<file path="src/rtl/event_enc_pkg.sv">
// event_enc_pkg: shared types and constants for the event encoder (EVENT_ENCODER_LOST_EN adds the lost counter)
package event_enc_pkg;
  typedef enum logic [0:0] {ST_IDLE = 1'b0, ST_PRESENT = 1'b1} state_t;
  localparam int LOST_CNT_W = 8;
  localparam logic [LOST_CNT_W-1:0] LOST_CNT_MAX = 8'd255;
  localparam int DEF_N = 8;
  localparam int DEF_CODE_W = $clog2(DEF_N);
endpackage

</file>
<file path="src/rtl/event_encoder8to3_prio_enc.sv">
// prio_enc: combinational MSB-first priority encoder with an any-set flag
module prio_enc #(
  parameter int N = 8,
  localparam int CODE_W = $clog2(N)
) (
  input  logic [N-1:0]      vec,
  output logic [CODE_W-1:0] code,
  output logic              any
);
  // ascending scan so the highest set index is the last one written
  always_comb begin
    code = '0;
    for (int i = 0; i < N; i++) code = vec[i] ? CODE_W'(i) : code;
  end
  assign any = |vec;
endmodule

</file>
<file path="src/rtl/event_encoder8to3.sv">
// event_encoder8to3: captures request rising edges and hands out the highest pending index over valid/ready (EVENT_ENCODER_LOST_EN adds lost_cnt/lost_clr)
module event_encoder8to3
  import event_enc_pkg::*;
#(
  parameter int N = DEF_N,
  localparam int CODE_W = $clog2(N)
) (
  input  logic              clk,
  input  logic              rst_n,
  input  logic              en,
  input  logic [N-1:0]      req,
`ifdef EVENT_ENCODER_LOST_EN
  input  logic              lost_clr,
  output logic [LOST_CNT_W-1:0] lost_cnt,
`endif
  input  logic              ready,
  output logic [CODE_W-1:0] code,
  output logic              valid,
  output logic [N-1:0]      pending
);
  state_t              state;
  logic [N-1:0]        req_q;
  logic [N-1:0]        rise;
  logic [N-1:0]        clr;
  logic [CODE_W-1:0]   enc;
  logic                any;
  logic                hs;

  assign rise  = en ? req & ~req_q : '0;
  assign valid = state == ST_PRESENT;
  assign hs    = valid & ready;
  assign clr   = hs ? N'(1) << code : '0;

  prio_enc #(.N(N)) u_prio (.vec(pending), .code(enc), .any(any));

  // edge history and pending set/clear; a new rise beats a same-cycle clear
  always_ff @(posedge clk or negedge rst_n) begin
    if (!rst_n) begin
      req_q   <= '0;
      pending <= '0;
    end else begin
      req_q   <= req;
      pending <= (pending & ~clr) | rise;
    end
  end

  // code is latched once in IDLE and held until the consumer takes it
  always_ff @(posedge clk or negedge rst_n) begin
    if (!rst_n) begin
      state <= ST_IDLE;
      code  <= '0;
    end else if (state == ST_IDLE) begin
      if (any) begin
        state <= ST_PRESENT;
        code  <= enc;
      end
    end else if (ready) begin
      state <= ST_IDLE;
    end
  end

`ifdef EVENT_ENCODER_LOST_EN
  logic [N-1:0]          lost;
  logic [LOST_CNT_W:0]   lost_sum;
  assign lost     = rise & pending & ~clr;
  assign lost_sum = {1'b0, lost_cnt} + (LOST_CNT_W + 1)'($countones(lost));
  // saturating count of rises merged into an already pending bit
  always_ff @(posedge clk or negedge rst_n) begin
    if (!rst_n) lost_cnt <= '0;
    else if (lost_clr) lost_cnt <= '0;
    else lost_cnt <= lost_sum > {1'b0, LOST_CNT_MAX} ? LOST_CNT_MAX : lost_sum[LOST_CNT_W-1:0];
  end
`endif
endmodule
</file>
<file path="config.mk">
export PLATFORM = sky130hd
export DESIGN_NAME = event_encoder8to3
export DESIGN_NICKNAME = d
export VERILOG_FILES = /design/src/rtl/event_enc_pkg.sv /design/src/rtl/event_encoder8to3_prio_enc.sv /design/src/rtl/event_encoder8to3.sv
export SDC_FILE = /design/constraint.sdc
export NUM_CORES = 1
export LEC_CHECK = 0
export CELL_PAD_IN_SITES_DETAIL_PLACEMENT = 0
export CELL_PAD_IN_SITES_GLOBAL_PLACEMENT = 1
export CORE_ASPECT_RATIO = 1.25
export CORE_MARGIN = 5
export CORE_UTILIZATION = 37
export DETAILED_ROUTE_END_ITERATION = 10
export PLACE_DENSITY_LB_ADDON = 0.1
export SYNTH_ARGS = -nofsm -noshare
export SYNTH_HDL_FRONTEND = slang
export SYNTH_SLANG_ARGS = --single-unit
</file>
<file path="constraint.sdc">
create_clock -name clk -period 2.3 [get_ports clk]
set_clock_uncertainty 0.05 [all_clocks]
set_input_delay 0.575 -clock clk [delete_from_list [all_inputs] [get_ports clk]]
set_output_delay 0.575 -clock clk [all_outputs]
set_load 0.005 [all_outputs]
</file>
==> run metrics <==
WP buf/inv 1; drt drc 0; layout cell share with drive strength beyond 1 7.45%; Worst path top cell family by delay buffers and inverters; Synth Warn # 0; Multi-input gate area 279 sq um; Worst Hold Class flop to flop; Power Density 1020 nW/um^2; largest family of logic cells by synthesized area simple AND/OR/NAND/NOR gates; most frequent cells in the layout clkdlybuf4s50_1 (23), dfrtp_1 (20), o21ai_0 (10); max-cap viol count 0; worst hold stages 1; Final setup violation count 0; die area 3180 sq um; vias in the first global route 547; PortBufs 23; Mapped Area 795 sq um; fin. max-slew vios 0; reg2reg path depth 4; Worst Path Arrival 1320 ps; core area 2000 sq um; fmax 515 MHz; #FFs+latches synth 20; Area Growth Syn to Fin 35.4%; Post-Syn Area per Cell 11.7 sq um; first-pass GRT wire length 2.48 mm; area share of and/or/nand/nor cells after synthesis 20.8%; Final #Nets 108; post-synthesis mux area share 0%; RSZ-0062 raised after global routing no; Synth cell types 17; postcts setup bufs 0; CTS tree done; total grt overflow 0; status completed; Final Hold Violating Endpoints 0; Placed Area 1050 sq um; Clock Tree Buf Depth 2; post-route ant nets 0; CTS Buf Count 3; post-CTS sizing 0; hold endpoint pending[6]; CP max stage cell clkdlybuf4s50_1; DR vias 577; Synth Area in XOR/XNOR 0%; initial cell density of the core 39.6%; R2R Path End code[0]; total wire length 1.58 mm; final instance area 1080 sq um; reg2reg start pending[7]; startpoint types flop; FP Rows 18; initial antenna violation count 0; Syn Nets 80; gr usage total 10.4%; largest net degree at the start of global routing 21; register area 500 sq um; Clk pin slew, worst setup/hold paths 100 ps; adder-cell share of the synthesized area 0%; critical path capture point type output pin; Die Wd 51.4 um; sequential cell area fraction in the yosys report 63.0%; Worst Setup Path Type flop to output pin; worst IR drop on VDD 0.508 mV; Tmin final 1940 ps; wire length per cell 13.9 um; Die Ht 61.8 um; clk_lat worst skew 280 ps; Synth area leader dfrtp_1; ranking of synthesized cells by area dfrtp_1 (63%), nand3b_1 (7.6%), o21ai_0 (6.3%); CP Max Fanout 6; Yosys top cell area share 63.0%; H-tree depth 1; Worst-Margin Slew 280 ps; period utilization 84.4%; 1st-pass router iterations 4; IO Pins 24; CTS Hold Bufs 0; antenna cells 0; critical path, cell by cell clkdlybuf4s50_1; vias per cell 5.06; r2r setup slk 1020 ps; Synth Instances 68; max_slew headroom 81.3%; GP Congestion 0.765; FILL cells 193; DRT iter0 DRCs 5; Required @ worst endpoint 1670 ps; HP Start req_q[6]; leakage 0.435 nW; post-synthesis compound-gate area fraction 14.3%; clock sinks 20; clock root buffer clkbuf_4; setup_tns 0 ps; crit-path max cell delay 550 ps; Crit. Startpoint pending[6]; leading cell type in the layout, fill and taps excluded clkdlybuf4s50_1
-- cells in the mapped netlist --
cell type  instances
a21oi_1            2
nor2_1             3
o21ai_0           10
o31ai_1            2
o311ai_1           1
a31oi_1            1
nand3b_1           8
o21a_1             1
nand3_1            1
clkbuf_1           1
inv_1              3
nand2b_1           2
a21o_1             1
a21oi_2            1
nand2_1            9
dfrtp_1           20
nor4_4             2
-- metal layers --
| layer | global-route usage, % | wire length (um) | vias up |
|---|---|---|---|
| met1 | 13.5 | 724 | 270 |
| met5 | 0 | 0 | - |
| met4 | 3.37 | 19 | 0 |
| li1 | - | - | 292 |
| met3 | 1.91 | 90 | 2 |
| met2 | 17.6 | 749 | 13 |
-- state kept, by name, summed over array words and instances, names as in the netlist --
register,count
valid,1
req_q,8
code,3
pending,8
-- worst max path at each step --
stage / slack, ps / cells past startpoint / end
2_1_floorplan: 1130 / 4 / code[0]
6_report: 360 / 1 / pending[6]
5_1_grt: 280 / 1 / pending[6]
4_1_cts: 340 / 1 / pending[6]
3_3_place_gp: 580 / 4 / pending[0]
3_5_place_dp: 580 / 4 / pending[0]
-- report_power, final --
| part | internal, mW | switching (mW) |
|---|---|---|
| logic | 0.224 | 0.139 |
| clock network | 0.0607 | 0.0951 |
| registers | 0.439 | 0.138 |
| total | 0.724 | 0.372 |
-- area by class of cell --
class	count	share of cell area [%]
flip-flops and latches	20	46.5
clock buffers	3	2.09
inverters	3	1.05
multi-input cells	44	25.9
repair buffers	24	22.1
well taps	20	2.33
-- metrics by stage --
step / utilization [%] / hold slack, ps / cells / power (mW) / worst slack [ps]
after floorplan: - / 229 / 68 / 0.708 / 1130
after global placement: 52.6 / 368 / 111 / 0.952 / 582
after detailed placement: 52.6 / 377 / 111 / 0.961 / 581
after CTS: 53.7 / 392 / 114 / 1.12 / 342
after global routing: 53.7 / 453 / 114 / 1.17 / 284
final: 53.7 / 390 / 114 / 1.10 / 358
-- cell families (layout without fill, tap and decap cells) --
logic type             after synthesis  count (layout)
DFF                                 20              20
buffers and inverters                4              30
AOI/OAI and AO/OA                   19              19
and+or+nand+nor                     25              25
No activity file was read; power rests on OpenSTA's default activity.
